`config.mk`:
```
export PLATFORM = sky130hd
export DESIGN_NAME = pattern_1100_gen
export DESIGN_NICKNAME = d
export VERILOG_FILES = /design/src/rtl/gen1100_pkg.sv /design/src/rtl/galois_lfsr16.sv /design/src/rtl/pattern_1100_gen.sv
export SDC_FILE = /design/constraint.sdc
export NUM_CORES = 1
export LEC_CHECK = 0
export BUFFER_PORTS_ARGS = -buffer_cell sky130_fd_sc_hd__buf_2
export CAP_MARGIN = 5
export CORE_MARGIN = 5
export CORE_UTILIZATION = 55
export CTS_BUF_LIST = sky130_fd_sc_hd__clkbuf_8
export DETAILED_ROUTE_END_ITERATION = 12
export PLACE_DENSITY = 0.77
export SYNTH_ARGS = -nofsm -noshare
export SYNTH_HDL_FRONTEND = slang
export SYNTH_SLANG_ARGS = --single-unit
```
`constraint.sdc`:
```
create_clock -name Clock -period 2.11 [get_ports Clock]
set_clock_uncertainty 0.05 [all_clocks]
set_input_delay 0.3165 -clock Clock [delete_from_list [all_inputs] [get_ports Clock]]
set_output_delay 0.3165 -clock Clock [all_outputs]
set_load 0.02 [all_outputs]
```
`src/rtl/gen1100_pkg.sv`:
```
// rtl/gen1100_pkg.sv - shared types and constants for the 1100 stimulus generator
//
// Purpose : FSM state encoding, the inserted pattern and the Galois LFSR taps.
// Ports   : none (package).
package gen1100_pkg;

  typedef enum logic [1:0] {
    IDLE = 2'd0,
    GAP  = 2'd1,
    PAT  = 2'd2,
    FIN  = 2'd3
  } state_t;

  // Pattern bits are emitted MSB first: 1, 1, 0, 0.
  localparam logic [3:0]  PATTERN   = 4'b1100;
  localparam logic [15:0] LFSR_TAPS = 16'hB400;

endpackage

```
`src/rtl/galois_lfsr16.sv`:
```
// rtl/galois_lfsr16.sv - 16-bit Galois LFSR used as the gap filler source
//
// Purpose : right-shifting Galois LFSR; advances only when en=1.
// Ports   : Clock  - rising-edge clock
//           Reset  - synchronous active-high reset, loads SEED (0 maps to 1)
//           en     - advance one step this cycle
//           q      - current LFSR state; q[0] is the next filler bit
module galois_lfsr16
  import gen1100_pkg::*;
#(
  parameter logic [15:0] SEED = 16'hACE1
) (
  input  logic        Clock,
  input  logic        Reset,
  input  logic        en,
  output logic [15:0] q
);

  // An all-zero state would lock the LFSR, so a zero seed is promoted to 1.
  localparam logic [15:0] SEED_EFF = (SEED == 16'h0000) ? 16'h0001 : SEED;

  always_ff @(posedge Clock) begin
    if (Reset) begin
      q <= SEED_EFF;
    end else if (en) begin
      q <= (q >> 1) ^ (q[0] ? LFSR_TAPS : 16'h0000);
    end
  end

endmodule

```
`src/rtl/pattern_1100_gen.sv`:
```
// rtl/pattern_1100_gen.sv - serial 1100 pattern stimulus transmitter
//
// Purpose : emits `count` inserted 1100 patterns, each preceded by `gap`
//           filler bits, and flags every emitted bit that completes a 1100.
// Macro   : LFSR_FILL_EN - filler bits come from galois_lfsr16; when
//           undefined the filler is constant 0 and no LFSR is built.
// Ports   : Clock, Reset - rising-edge clock, synchronous active-high reset
//           start        - begin a burst (sampled only in IDLE)
//           gap, count   - filler length / pattern count, latched at start
//           x, valid     - serial bit and its qualifier
//           mark         - x completes a 1100 within the current burst
//           busy, done   - burst in progress / one-cycle end pulse
//           sent         - inserted patterns completed in this/last burst
module pattern_1100_gen
  import gen1100_pkg::*;
#(
  parameter int          GAP_W = 8,
  parameter int          CNT_W = 8,
  parameter logic [15:0] SEED  = 16'hACE1
) (
  input  logic             Clock,
  input  logic             Reset,
  input  logic             start,
  input  logic [GAP_W-1:0] gap,
  input  logic [CNT_W-1:0] count,
  output logic             x,
  output logic             valid,
  output logic             mark,
  output logic             busy,
  output logic             done,
  output logic [CNT_W-1:0] sent
);

  state_t           state_q, state_d;
  logic [GAP_W-1:0] gap_lat;
  logic [CNT_W-1:0] cnt_lat;
  logic [GAP_W-1:0] gap_cnt;   // filler bits still to emit in this gap
  logic [1:0]       pat_idx;   // position inside the inserted pattern
  logic [2:0]       hist;      // last three valid bits of the burst

  logic fill_bit;
  logic emit_valid, emit_bit, emit_mark;
  logic accept, pat_last, burst_last;

  assign accept     = (state_q == IDLE) && start;
  assign pat_last   = (state_q == PAT) && (pat_idx == 2'd3);
  assign burst_last = pat_last && ((sent + CNT_W'(1)) == cnt_lat);

`ifdef LFSR_FILL_EN
  logic [15:0] lfsr_q;
  logic        lfsr_en;

  // Advance only on cycles that actually consume a filler bit.
  assign lfsr_en = (state_q == GAP);

  galois_lfsr16 #(
    .SEED (SEED)
  ) u_lfsr (
    .Clock (Clock),
    .Reset (Reset),
    .en    (lfsr_en),
    .q     (lfsr_q)
  );

  assign fill_bit = lfsr_q[0];
`else
  assign fill_bit = 1'b0;
`endif

  // State register
  always_ff @(posedge Clock) begin
    if (Reset) begin
      state_q <= IDLE;
    end else begin
      state_q <= state_d;
    end
  end

  // Next-state logic
  always_comb begin
    state_d = state_q;
    case (state_q)
      IDLE: begin
        if (start) begin
          if (count == '0) begin
            state_d = FIN;
          end else if (gap == '0) begin
            state_d = PAT;
          end else begin
            state_d = GAP;
          end
        end
      end
      GAP: begin
        if (gap_cnt == GAP_W'(1)) begin
          state_d = PAT;
        end
      end
      PAT: begin
        if (burst_last) begin
          state_d = FIN;
        end else if (pat_last) begin
          state_d = (gap_lat == '0) ? PAT : GAP;
        end
      end
      FIN:     state_d = IDLE;
      default: state_d = IDLE;
    endcase
  end

  // Output logic: the bit this state emits; registered below so that all
  // outputs appear one cycle after the state that produced them.
  always_comb begin
    emit_valid = 1'b0;
    emit_bit   = 1'b0;
    case (state_q)
      GAP: begin
        emit_valid = 1'b1;
        emit_bit   = fill_bit;
      end
      PAT: begin
        emit_valid = 1'b1;
        // ~pat_idx walks the pattern MSB first (3,2,1,0).
        emit_bit   = PATTERN[~pat_idx];
      end
      default: begin
        emit_valid = 1'b0;
        emit_bit   = 1'b0;
      end
    endcase
    emit_mark = emit_valid && ({hist, emit_bit} == PATTERN);
  end

  // Datapath and registered outputs
  always_ff @(posedge Clock) begin
    if (Reset) begin
      x       <= 1'b0;
      valid   <= 1'b0;
      mark    <= 1'b0;
      busy    <= 1'b0;
      done    <= 1'b0;
      sent    <= '0;
      gap_lat <= '0;
      cnt_lat <= '0;
      gap_cnt <= '0;
      pat_idx <= 2'd0;
      hist    <= 3'd0;
    end else begin
      x     <= emit_bit;
      valid <= emit_valid;
      mark  <= emit_mark;
      done  <= (state_q == FIN);

      if (accept) begin
        gap_lat <= gap;
        cnt_lat <= count;
        gap_cnt <= gap;
        pat_idx <= 2'd0;
        sent    <= '0;
        hist    <= 3'd0;
        busy    <= 1'b1;
      end

      if (emit_valid) begin
        hist <= {hist[1:0], emit_bit};
      end

      case (state_q)
        GAP: gap_cnt <= gap_cnt - GAP_W'(1);
        PAT: begin
          pat_idx <= pat_idx + 2'd1;
          if (pat_last) begin
            sent    <= sent + CNT_W'(1);
            gap_cnt <= gap_lat;
          end
        end
        FIN: busy <= 1'b0;
        default: ;
      endcase
    end
  end

endmodule

```
# [Word level (Yosys, flattened, before mapping)]
# Cells that the tools add are included.
# Widths: inputs -> output; s select.
[word_totals] ff_bits=44 latchBits=0 ram_bits=0 rom_bits=0 input_bits=19 output_inout_bits=13 wordCells=62 memories=0
[op_classes] n_addsub=3 multipliers=0 n_div=0 n_lt_le_gt_ge=1 eq_ne=10 n_shift=0 mux=22 bitwise=1 n_reduce_logical=13
[op_table] operator="$mux 8" count=5
[op_table] operator="$logic_not 8->1" count=3
[op_table] operator="$mux 2" count=9
[op_table] operator="$pmux 8 s2" count=1
[op_table] operator="$add 8x1->8 const B" count=1
[op_table] operator="$eq 8x1->1 const B" count=1
[op_table] operator="$eq 8x8->1" count=1
[op_table] operator="$pmux 2 s4" count=1
[op_table] operator="$sub 8x1->8 const B" count=1
[op_table] operator="$eq 2x2->1 const B" count=3
[op_table] operator="$mux 3" count=2
[op_table] operator="$eq 4x4->1 const B" count=1
[op_table] operator="$logic_and 1x1->1" count=4
[op_table] operator="$ne 2x2->1 const B" count=2
[op_table] operator="$reduce_bool 2->1" count=2
[op_table] operator="$reduce_or 2->1" count=2
[op_table] operator="$lt 2x3->1 const B" count=1
[op_table] operator="$mux 1" count=3
[op_table] operator="$ne 3x3->1 const B" count=1
[op_table] operator="$reduce_and 3->1" count=1
[op_table] operator="$add 2x1->2 const B" count=1
[op_table] operator="$bmux 1 s2" count=1
[op_table] operator="$eq 2x1->1 const B" count=1
[op_table] operator="$logic_not 2->1" count=1
[op_table] operator="$not 2->2" count=1

# [Depth between registers and ports, before layout]
# Gate-level depths: netlist of run 1.
[logic_depth] ltp_word=6 depth_mapped=8 depth_no_buf=7

# [Worst setup path after synthesis of run 1]
# OpenSTA, ideal clock, no wires.
[synth_path] path_type="reg-to-reg" startpoint="register sent[0]" endpoint="register state_q[0]" setup_ps=91 arrival_time_ps=1884 required_ps=1969 slack_ps=85 stages_incl_launch_ff=7 path_buffers=0 period_less_slack_ps=2025 cell_sequence="dfxtp_1 ha_1 xor2_1 or4_4 nor4_2 nand4_1 a311oi_1"
[synth_via] elab_chain_len=5 elab_cells_between_ends=7 cone_classes="add/sub (1); eq/ne (2); mux (2); reduce/logical (2)"
[synth_rtl] element="from (decl)" line="pattern_1100_gen.sv:31" rtl="output logic [CNT_W-1:0] sent"
[synth_rtl] element="from (signal assigned)" line="pattern_1100_gen.sv:173" rtl="sent <= sent + CNT_W'(1);"
[synth_rtl] element="$add 8x1->8 (*)" line="pattern_1100_gen.sv:47" rtl="assign burst_last = pat_last && ((sent + CNT_W'(1)) == cnt_lat);"
[synth_rtl] element="$eq 8x8->1 (*)" line="pattern_1100_gen.sv:47"
[synth_rtl] element="$logic_and 1x1->1 (*)" line="pattern_1100_gen.sv:47"
[synth_rtl] element="$mux 2 / $ne 3x3->1 (equally long branches)"
[synth_rtl] element="$pmux 2 s4 / $reduce_and 3->1 (equally long branches)"
[synth_rtl] element="to (signal assigned)" line="pattern_1100_gen.sv:75" rtl="state_q <= state_d;"
[synth_rtl] element="to (decl)" line="pattern_1100_gen.sv:34" rtl="state_t state_q, state_d;"
# Every way passes the cells marked *; elsewhere a longest branch is shown, timed or not.
# A chain may end at the register's enable or synchronous reset.

# [Worst setup path after layout of run 1]
# Same ends and word-level chain as after synthesis.

==> results of run 1 <==
==> timing repair <==
action	4_1_cts	5_1_grt
gates resized for setup	0	15
buffers inserted	0	1
endpoints found under the setup margin	0	2
==> cell families after synthesis <==
| kind of cell | Yosys count |
|---|---|
| AOI/OAI and AO/OA | 72 |
| xor gates and xnor gates | 15 |
| adders and majority gates | 9 |
| buffers and inverters | 21 |
| DFF | 44 |
| muxes | 1 |
| and+or+nand+nor | 119 |
==> layout by cell type, fill, tap and decap left out, types with 2 or more instances in the layout <==
cell / n
nand2_1: 51
nand2b_1: 3
a22oi_1: 7
o22ai_1: 6
o21ai_0: 8
buf_2: 31
nor3_1: 4
xnor2_1: 11
a21boi_0: 6
inv_2: 2
ha_1: 5
buf_4: 11
nor2b_1: 4
ha_4: 4
clkbuf_8: 5
and3_1: 3
nand3_1: 4
dfxtp_1: 41
nor4_1: 8
nor2_1: 29
xor2_1: 4
dfxtp_2: 2
and2_1: 3
a21oi_1: 32
a311oi_1: 3
inv_1: 6
==> flip-flops by register name, indices dropped and copies added, names as in the netlist, 2 cells and up <==
name     count
sent         8
state_q      2
cnt_lat      8
hist         3
gap_cnt      8
pat_idx      2
gap_lat      8
==> area by class of cell <==
type | instances | share of cell area, %
flip-flops and latches | 44 | 33.55
inverters | 7 | 0.9938
repair buffers | 42 | 8.992
multi-input cells | 216 | 50.02
clock buffers | 5 | 2.603
well taps | 50 | 2.366
clock inverters | 3 | 1.467
==> layer usage <==
layer	wire length (um)	vias to the layer above
met1	2482	963
met5	0	-
li1	-	1051
met2	2329	66
met4	53	0
met3	351	7
==> worst max path at each step <==
stage	to	slack [ns]	start	cells past startpoint
2_1_floorplan	state_q[0]$_SDFFE_PP0P_	0.08	sent[0]$_SDFF_PP0_	6
3_3_place_gp	state_q[1]$_SDFFE_PP0P_	0.16	state_q[0]$_SDFFE_PP0P_	6
3_5_place_dp	state_q[0]$_SDFFE_PP0P_	0.07	state_q[1]$_SDFFE_PP0P_	6
4_1_cts	state_q[0]$_SDFFE_PP0P_	0.04	state_q[1]$_SDFFE_PP0P_	6
5_1_grt	state_q[0]$_SDFFE_PP0P_	0.03	sent[0]$_SDFF_PP0_	6
6_report	state_q[0]$_SDFFE_PP0P_	0.13	sent[0]$_SDFF_PP0_	6
==> stage by stage <==
step,worst slack (ns),hold slack (ns)
after detailed placement,0.06902,0.3972
after global placement,0.1606,0.3873
after CTS,0.03711,0.2006
after global routing,0.02954,0.2089
final,0.1309,0.2110
after floorplan,0.08473,0.3688
==> worst max-delay path, cell delays in order, from the launching register on <==
cell,delay (ns)
dfxtp_1,0.39
ha_4,0.22
xor2_1,0.14
or4_4,0.43
nor4_4,0.21
nand4_1,0.16
a311oi_2,0.29
==> report_power, final <==
part | internal (W) | switching (W)
Clock | 0.000347 | 0.000291
Sequential | 0.000999 | 0.000159
Combinational | 0.000596 | 0.000831
==> summary by stage, run 1 <==
Synth
The Yosys warning count is 0. Among all flip-flop cells after synthesis, the most frequent one is dfxtp_1. The commonest cells after synthesis are 51 x nand2_1, 44 x dfxtp_1, 32 x a21oi_1. Multiplexer cells account for less than 1% of the synthesized area. The net count after synthesis is between 300 and 400. After synthesis, the largest family of logic cells by area is simple AND/OR/NAND/NOR gates.

The simple-gate portion of the synthesized area is between 20% and 30%. The area share of the leading cell type in the synthesized netlist is 39.68%. The adder-cell share of the synthesized area is under 10%. The flip-flop and latch count after synthesis is 44. Synthesis produced a netlist whose cell count is roughly 280. The register area share after synthesis is around two fifths.

The cell area that synthesis handed to floorplanning was around 2200 um^2. After synthesis, the netlist uses between 40 and 50 different library cells. The xor/xnor share of the synthesized area is 5.919%. The cell with the most instances after synthesis is nand2_1. The synthesized area divided by synthesized cell count is ~7.9 um^2. The leading area contributor after synthesis is dfxtp_1. Summing the areas of all compound-gate instances in the mapped netlist gives around a fifth of the synthesized area. Counting flops with an async set or reset pin after synthesis yields a share of 0%. Counting flops with a built-in enable in the synthesized netlist gives 0.

Ranked by total cell area, the synthesized netlist is headed by dfxtp_1 40%, nand2_1 8.6%, a21oi_1 7.2%.

Global route
The global-route track usage on met1 is between 20% and 30%. The total overflow left after global routing is 0. The total global routing track utilization is 19.85%. The global-route met3 utilization is around 4.8%. The initial antenna violation count came to 0.

The layer flagged by global routing as most heavily used is met2. The first global-routing pass estimated about 8.4 mm of wire. Entering global routing, the biggest net connects 29 pins. The via count of the first global-routing pass is 1859. Global routing used 29.72% of the available met2 tracks.

Worst setup path
The category of the worst setup path capture point is a flip-flop. The startpoint identified for the worst register-to-register timing path is sent[0]$_SDFF_PP0_. The arrival time reported for the critical path endpoint is between 2 and 2.5 ns. The highest fanout seen on the critical path is 2.

Counting cells, the worst reg-to-reg path comes to 6. STA classifies the critical path startpoint as a flip-flop. STA puts the critical path data required time at between 2 and 2.5 ns. Across all register-to-register paths, the minimum setup slack is 0.13 ns. The critical path is of the flip-flop to flip-flop type. In this run the critical register-to-register path is captured at state_q[0]$_SDFFE_PP0P_.

Clocking
The clock transition time at the flip-flop clock pins of the worst setup and hold paths is 0.08 ns. The clock drives 44 sinks. The latest clock arrival within the worst-skew pair is about 0.30 ns.

CTS built an H-tree with a depth of 2. The longest clock path from root to sink contains 2 buffers. TritonCTS built the clock tree.

The number of hold buffers added after CTS is 0. The clock root buffer master is clkbuf_8. The number of CTS-inserted buffers is 5.

Final layout
Once layout is complete, the cells apart from fillers number roughly 370. The layout filler cell count is ~330. The area used by multi-input combinational logic is around 1300 um^2. With fillers left out, the area of the finished cells amounts to 2644 um^2. The total area of sequential cells is approximately 890 um^2. The final net count is between 300 and 400. The fraction of layout instances using a drive strength above 1 is roughly a fifth.

Relative to the synthesized area, the layout overhead comes to 19.11%. The share of the core filled with cells is around 67%. The number of inserted diodes is 0.

Placed design
The number of placed instances, taps included, is between 300 and 400. The post-detailed-placement cell area is 2457 um^2. The count of port buffers added during placement is 31.

At the end of routability-driven placement, the weighted congestion stood at around 0.88. The placed wire-length estimate after detailed placement is roughly 3.7 mm.

Timing
After layout, the minimum clock period comes to between 1.5 and 2 ns. Setup repair after global routing left no endpoint under its margin. Measured against its own limit, the worst slew margin works out to roughly two thirds. For the pin with the worst max-slew slack, the measured transition is 0.5048 ns. The summed negative setup slack over all endpoints is 0 ns. The total count of hold-check failures in the final report is 0.

The number of endpoints failing setup at the final stage is 0. The number of max-slew violations in the final report is 0. In the finished design, the share of the clock period the worst path needs comes to between 90% and 100%. For this run, the top clock speed supported by timing is between 0.5 and 0.6 GHz.

Status
The run finished with clean final reports.

Drt
The average wire per cell in the routed design is 14.21 um. Summing over every cut layer, the via total after detailed routing is approximately 2100. The wire length after detailed routing is about 5.2 mm.

For this run, design rule violations remaining after detail routing come to 0. Before antenna repair, the detailed router went through 4 iterations. The first routing iteration left between 100 and 150 violations. The post-detailed-route via-to-cell ratio is roughly 5.7. The detail route stage leaves a number of antenna-violating nets equal to 0.

Floorplan
The top-level port count is 32. The effective utilization at floorplan is 56.30%. From left edge to right edge, the die measures ~74 um. The height of the die is about 74 um.

The site row count is 23. The total core area is approximately 3900 um^2. The area of the die is 5406 um^2.

Min path
For hold timing, the worst endpoint is cnt_lat[6]$_SDFFE_PP0P_. In this run the most critical hold path is launched from count[6]. The number of stages on the worst hold path is 3. The min-delay analysis places its worst path in the category input pin to flip-flop.

Power
In this run the power density over the cells is roughly 1200 nW/um^2. Across the VDD grid, the largest voltage drop is 0.8212 mV. Overall power consumption after layout is estimated at 0.003222 W. The standby leakage power is between 1 and 1.5 nW.

Job
The number of maximum-capacitance constraint violations is 0.
(Power assumes the default switching activity.)
==> run 2, diff against run 1 <==
Settings changed: ABC_AREA set to 1.
==> run 2 against run 1 <==
Worst hold slack better by 0.044 ns. Final cell count grew 19%. Global-route usage increased by 2.1 points. Largest cell class unchanged. Routed wire length grew 5.8%. Sequential share of layout area down 0.84 points. Via count rose by 11%. First-iteration DRC count rose by 94%. Utilization is 1.2 points lower. Fmax is 8.0% higher. Critical endpoint is now state_q[1]$_SDFFE_PP0P_. Flip-flop and latch count did not move.
==> summary by stage, run 2 <==
Status
The run finished with clean final reports.

Worst setup path
The slack of the worst reg-to-reg path is around 0.28 ns. STA classifies the critical path endpoint as a flip-flop. The startpoint identified for the worst register-to-register timing path is state_q[0]$_SDFFE_PP0P_. Measured in cells, the most critical reg-to-reg path has a length of 12.

The largest single stage delay on the critical path is 0.34 ns. Grouping stages by cell kind, the critical path spends the most delay in simple AND/OR/NAND/NOR gates. The slowest cell on the critical path is dfxtp_1. The signal on the critical path passes through inv_1, ha_2, nand2_4, clkinv_2, nand3_2, nor2_2, nand3_1, nor2_1, nand3_1, nand2_1, nand2_1, a21oi_2.

The critical path contains buffers and inverters numbering 2 combined. STA puts the critical path data arrival time at 2.02 ns. The endpoint identified for the worst register-to-register timing path is state_q[1]$_SDFFE_PP0P_. The data required time at the worst endpoint is around 2.3 ns.

The kind of critical path is flip-flop to flip-flop. The startpoint kind of the worst setup timing path is a flip-flop. The highest fanout seen on the critical path is 17.

Drt
The detailed router placed between 2000 and 2500 vias in this run. The wire length after detailed routing is ~5.5 mm. The average wire per cell in the routed design is around 13 um. The post-detailed-route via-to-cell ratio is about 5.3. In the routed design, unresolved DRC markers number 0. The total iterations of the first detailed-routing run is 4.

The first routing iteration left 254 violations. The count of antenna-violating nets left after detailed routing is 0.

Timing
Final hold analysis gives a worst-case slack of roughly 0.26 ns. The total count of hold-check failures in the final report is 0. Timing would allow up to between 0.5 and 0.6 GHz. The number of endpoints failing setup at the final stage is 0. Measured against its own limit, the worst slew margin works out to between 60% and 70%. The post-route fraction of the period consumed by the critical path is just under 90%.

The number of max-slew violations in the final report is 0. The worst path needs between 1.5 and 2 ns of the cycle, external delays included. After routing, the total negative slack on setup checks comes to 0 ns. For the pin with the worst max-slew slack, the measured transition is ~0.56 ns. Setup repair after global routing left no endpoint under its margin.

Placed design
In this run the tool buffered the top-level ports with 31 buffer cells. The global placer's final weighted congestion is roughly 0.97. Summed over all nets, the half-perimeter wirelength after detailed placement is around 4.3 mm.

Final layout
The total area of sequential cells is between 800 and 900 um^2. The layout filler cell count is 367. The multi-input combinational cells in the finished layout cover a total of between 1000 and 1500 um^2. The number of inserted diodes is 0. The signed area change from the synthesized netlist to the final layout is 13.62%. The library cells used most frequently in the layout, excluding fill and tap cells, are 84 x nand2_1, 50 x inv_1, 44 x dfxtp_1. The most common library cell in the layout ignoring fill and taps is nand2_1. The fraction of layout instances using a drive strength above 1 is between 10% and 20%. For this run, the post-layout net count is roughly 420.

Floorplan
The floorplan step set the die width to around 76 um. The region available for standard cell placement spans 4086 um^2. In this run the count of I/O pins placed on the die edge is 32. The area of the die is approximately 5700 um^2. Row generation in the floorplan step produced 23 rows. The height of the die is ~76 um. The effective utilization at floorplan is 57.99%.

Clocking
The clock root buffer master is clkbuf_8. The latest clock arrival within the worst-skew pair is ~0.29 ns. The CTS sink count is 44. TritonCTS built the clock tree. Counting the buffers created by CTS gives 5. The largest buffer count on any clock path is 2. The post-CTS setup repair buffer count is 0. The H-tree depth reported by CTS is 2. The clock transition time at the flip-flop clock pins of the worst setup and hold paths is 0.08 ns. Hold repair after CTS inserted 0 buffers.

Synth
For this run, the number of Yosys warnings is 0. The cell with the most instances after synthesis is nand2_1. The number of enable-type register cells in the synthesized netlist is 0. The leading area contributor after synthesis is dfxtp_1. In the post-synthesis netlist, the biggest area contributors are dfxtp_1 37%, nand2_1 13%, o21ai_0 8.0%. The mapped cell area is 2370 um^2.

The synthesized area divided by synthesized cell count is 6.694 um^2. When the netlist entered floorplanning its net count stood at 382. The synthesized design contains 44 register bits. Of the post-synthesis cell area, the dominant cell type holds between 30% and 40%. Counting flops with an async set or reset pin after synthesis yields a share of 0%. The commonest cells after synthesis are 84 x nand2_1, 50 x inv_1, 44 x dfxtp_1.

The register area share after synthesis is 37.17%. The number of cells produced by synthesis is 354. Counting distinct cell types in the post-synthesis netlist gives 33. In the synthesized netlist the dominant register cell turns out to be dfxtp_1.

Global route
The via count of the first global-routing pass is a little over 2000. The initial antenna violation count is 0. Entering global routing, the biggest net connects 32 pins. The first global-routing pass estimated a little under 10 mm of wire.

The total global routing track utilization is between 20% and 30%. The remaining global-route overflow is 0.

Power
The power density of the placed cells is roughly 1100 nW/um^2. The post-layout total power is slightly above 0.003 W. Summed over all cells, the static leakage comes to between 1 and 1.5 nW.

The worst voltage drop across the vdd grid is between 0.6 and 0.7 mV.

Min path
The min-delay analysis places its worst path in the category input pin to flip-flop. For hold timing, the worst endpoint is gap_lat[1]$_SDFFE_PP0P_. The worst hold path begins at gap[1]. Counting instances, the worst hold path has a depth of 3.

Job
Max-cap violations in this run came to 0.
## run 2: cell types whose count changed in the layout (fill, tap and decap cells not counted), moves of 6 or more
cell,delta
a21boi_0,-6
a22oi_1,-7
inv_1,+44
nand2_1,+33
nand3_1,+30
nor2_1,-8
o21ai_0,+30
xnor2_1,-10
## run 2: kinds of logic after synthesis
| family | synth area share [%] |
|---|---|
| DFF | 37.17 |
| AOI/OAI and AO/OA | 18.32 |
| adders and majority gates | 4.752 |
| buffers and inverters | 10.08 |
| xor gates and xnor gates | 0.3697 |
| and+or+nand+nor | 29.30 |
## run 2: worst max-delay path by stage
stage / slack (ns) / to / cells after the start / start
4_1_cts: 0.21 / state_q[1]$_SDFFE_PP0P_ / 12 / state_q[0]$_SDFFE_PP0P_
3_3_place_gp: 0.29 / state_q[1]$_SDFFE_PP0P_ / 12 / state_q[0]$_SDFFE_PP0P_
3_5_place_dp: 0.23 / state_q[1]$_SDFFE_PP0P_ / 12 / state_q[0]$_SDFFE_PP0P_
2_1_floorplan: 0.44 / state_q[1]$_SDFFE_PP0P_ / 12 / sent[0]$_SDFF_PP0_
6_report: 0.28 / state_q[1]$_SDFFE_PP0P_ / 12 / state_q[0]$_SDFFE_PP0P_
5_1_grt: 0.06 / state_q[0]$_SDFFE_PP0P_ / 12 / state_q[0]$_SDFFE_PP0P_
## run 2: final cells by class
type | count | area share, %
Inverter | 51 | 7.156
Sequential cell | 44 | 32.71
Tap cell | 50 | 2.323
Clock buffer | 7 | 3.578
Timing Repair Buffer | 38 | 7.714
Multi-Input combinational cell | 248 | 46.51
## run 2: routing by layer
layer | routed length [um] | part of all wire, % | global-route usage, % | vias up
met4 | 44 | 0.80 | 4.660 | 0
met5 | 0 | 0 | 0 | -
met2 | 2322 | 42 | 32.60 | 68
met1 | 2767 | 50 | 33.06 | 1011
met3 | 387 | 7.0 | 4.222 | 6
li1 | - | - | - | 1226
## run 2: per-stage QoR
stage / instances / area [um^2] / util, % / setup slack (ns)
2_1_floorplan: 354 / 2370 / - / 0.4373
3_3_place_gp: 431 / 2594 / 63.47 / 0.2899
3_5_place_dp: 431 / 2594 / 63.47 / 0.2340
4_1_cts: 438 / 2690 / 65.83 / 0.2063
5_1_grt: 438 / 2693 / 65.89 / 0.06166
6_report: 438 / 2693 / 65.89 / 0.2770
## run 2: report_power, final
part,total [W],switching (W),internal [W]
logic,0.00140,0.000902,0.000500
registers,0.00113,0.000116,0.00101
clock network,0.000562,0.000270,0.000292
total,0.00309,0.00129,0.00180
## run 2: worst register-to-register path: cells and delay by family, from the launching register on
family	cells	cell delay, ns
compound gates	1	0.10
fa+ha+maj	1	0.26
buf+inv	2	0.32
flops	1	0.34
simple gates	8	0.71
## run 2: repair_timing
action / CTS / global route
endpoints found under the setup margin: 0 / 2
endpoints found under the hold margin: 0 / 0
resized for setup: 0 / 1
==> run 3, diff against run 2 <==
Settings changed: RECOVER_POWER set to 100.
==> run 3 against run 2 <==
Final cell count stayed put. Fmax is 0.35% lower. Register-to-register slack hardly changed. Count of clock-buffer cells in the layout stayed put. Critical path depth stayed put. Die area stayed put. First-iteration DRC count stayed put. Utilization is 0.61 points lower. Worst hold slack better by 0.0013 ns. Critical endpoint unchanged. Largest cell class unchanged. Largest power group unchanged. Highest routed layer unchanged.
==> summary by stage, run 3 (synthesis results as in run 2) <==
Status
The flow ran to the end, and the final reports show no timing, DRC or antenna violations.

Floorplan
The total core area is roughly 4000 um^2. The floorplan step defined a die boundary enclosing between 5000 and 6000 um^2. The site row count is 23. The horizontal die dimension is 75.64 um. The die is between 70 and 80 um tall. The initial utilization of the core area, before any placement, comes to around 58%. The top-level port count is 32.

Timing
The number of endpoints failing setup at the final stage is 0. Summed over all failing endpoints, the final setup total negative slack is 0 ns. At the pin with the least slew margin, the transition time is approximately 0.56 ns. The total count of hold-check failures in the final report is 0. The fmax is 0.5436 GHz. The headroom to the max-slew limit is just over 60%. The number of max-slew violations in the final report is 0. The post-route fraction of the period consumed by the critical path is about 87%. Setup slack on the critical path of the routed design comes to ~0.27 ns. The smallest clock period supported by the final layout is computed as around 1.8 ns.

Setup repair after global routing left no endpoint under its margin.

Clocking
The CTS sink count is 44. CTS built an H-tree with a depth of 2. TritonCTS built the clock tree. The clock passes through at most 2 buffers. The latest clock arrival within the worst-skew pair is a little under 0.3 ns.

The number of CTS-inserted buffers is 5. The clock transition time at the flip-flop clock pins of the worst setup and hold paths is approximately 0.08 ns. After clock tree synthesis, the flow added hold-fix buffers numbering 0. The clock root buffer master is clkbuf_8.

Final layout
The signed area change from the synthesized netlist to the final layout is 12.57%. In the final layout, the multi-input gates occupy around 1200 um^2. The fraction of layout instances using a drive strength above 1 is between 10 and 15%. Leaving out fill and tap cells, the most frequent cell in the layout is nand2_1. The total non-filler cell area in the finished layout is between 2000 and 3000 um^2. The total area of sequential cells is ~900 um^2. At the end of the flow, the number of nets in the layout was 416. In the layout the commonest cells are 84 x nand2_1, 50 x inv_1, 44 x dfxtp_1. Excluding fillers, the count of instances in the completed layout stands at 438. The number of inserted diodes is 0.

The layout filler cell count is 377.

Placed design
The setup slack at placement is approximately 0.23 ns. The placed wire-length estimate after detailed placement is 4.252 mm. During placement, the flow inserted port buffers numbering 31. The global placer's final weighted congestion is about 0.97. The number of placed instances with taps included is 431. The post-detailed-placement cell area is around 2600 um^2.

Power
In this run the static leakage power is 1.144 nW. The power density of the placed cells is about 1200 nW/um^2. The worst voltage drop across the vdd grid is between 0.6 and 0.7 mV. The post-layout total power is 0.003073 W.

Drt
After detailed routing, the total wire length is 5.573 mm. In the routed design, unresolved DRC markers number 0. For this run, the detailed router's first-pass iteration total came to 6.

The average wire per cell in the routed design is 12.72 um. The final route contains between 2000 and 2500 vias. The initial detailed-routing violation count is ~250.

The count of antenna-violating nets left after detailed routing is 0. Using the TritonRoute via totals, the vias-per-cell ratio works out to ~5.3.

Global route
Global routing consumed, over all layers together, a little over a fifth of the routing resources. Entering global routing, the biggest net connects 32 pins. The initial antenna violation count is 0. The remaining global-route overflow is 0. The wire length of the first global-routing pass is between 9 and 10 mm. The via count of the first global-routing pass is 2049.

Worst setup path
The path depth of the worst reg2reg path is 12. Along the worst path, the maximum fanout reaches 17. For the worst setup path, the data required time is approximately 2.3 ns. The source of the worst register-to-register timing path is state_q[0]$_SDFFE_PP0P_. The category of the worst setup path capture point is a flip-flop. The startpoint kind of the worst setup timing path is a flip-flop. The setup check on the worst reg-to-reg path leaves a slack of 0.27 ns. The arrival time reported for the critical path endpoint is roughly 2.0 ns. The worst setup path is of the flip-flop to flip-flop kind. The worst register-to-register path ends at state_q[1]$_SDFFE_PP0P_.

Min path
The path class of the tightest hold or removal check is input pin to flip-flop. The start point of the worst hold path is gap[4]. The number of stages on the worst hold path is 3. The worst hold path terminates at gap_lat[4]$_SDFFE_PP0P_.

Job
The number of maximum-capacitance constraint violations is 0.
-- run 3: per-layer routing --
metal	global-route usage [%]	share of wire (%)
met2	32.60	42
met5	0	0
met4	4.660	0.79
met1	33.06	48
met3	4.222	8.7
-- run 3: layout make-up --
cell class,instances,area share (%)
Multi-Input combinational cell,248,46.86
Sequential cell,44,33.02
Inverter,51,7.223
Timing Repair Buffer,38,6.942
Clock buffer,7,3.612
Tap cell,50,2.345
-- run 3: worst max-delay path by stage --
| stage | start | slack (ns) | to |
|---|---|---|---|
| after floorplan | sent[0]$_SDFF_PP0_ | 0.44 | state_q[1]$_SDFFE_PP0P_ |
| after global placement | state_q[0]$_SDFFE_PP0P_ | 0.29 | state_q[1]$_SDFFE_PP0P_ |
| after detailed placement | state_q[0]$_SDFFE_PP0P_ | 0.23 | state_q[1]$_SDFFE_PP0P_ |
| after CTS | state_q[0]$_SDFFE_PP0P_ | 0.21 | state_q[1]$_SDFFE_PP0P_ |
| after global routing | state_q[0]$_SDFFE_PP0P_ | 0.06 | state_q[0]$_SDFFE_PP0P_ |
| final | state_q[0]$_SDFFE_PP0P_ | 0.27 | state_q[1]$_SDFFE_PP0P_ |
-- run 3: timing repair --
action,CTS,global route
buffers inserted,0,0
endpoints found under the setup margin,0,2
resized for setup,0,1
-- run 3: worst max-delay path: stages, from the launching register on --
cell and delay, ns:
dfxtp_1 0.34, inv_1 0.10, ha_2 0.26, nand2_4 0.11, clkinv_2 0.21, nand3_2 0.08, nor2_1 0.11, nand3_1 0.09
nor2_1 0.10, nand3_1 0.10, nand2_1 0.07, nand2_1 0.06, a21oi_2 0.10
-- run 3: per-stage QoR --
| stage | hold slack (ns) | utilization, % |
|---|---|---|
| after detailed placement | 0.4107 | 63.47 |
| final | 0.2565 | 65.28 |
| after floorplan | 0.3890 | - |
| after global placement | 0.4051 | 63.47 |
| after global routing | 0.2540 | 65.28 |
| after CTS | 0.2499 | 65.83 |
-- run 3: report_power, final --
| group | total, W | switching, W | internal, W |
|---|---|---|---|
| Clock | 0.000561 | 0.000269 | 0.000292 |
| Combinational | 0.00139 | 0.000904 | 0.000482 |
| Sequential | 0.00113 | 0.000116 | 0.00101 |
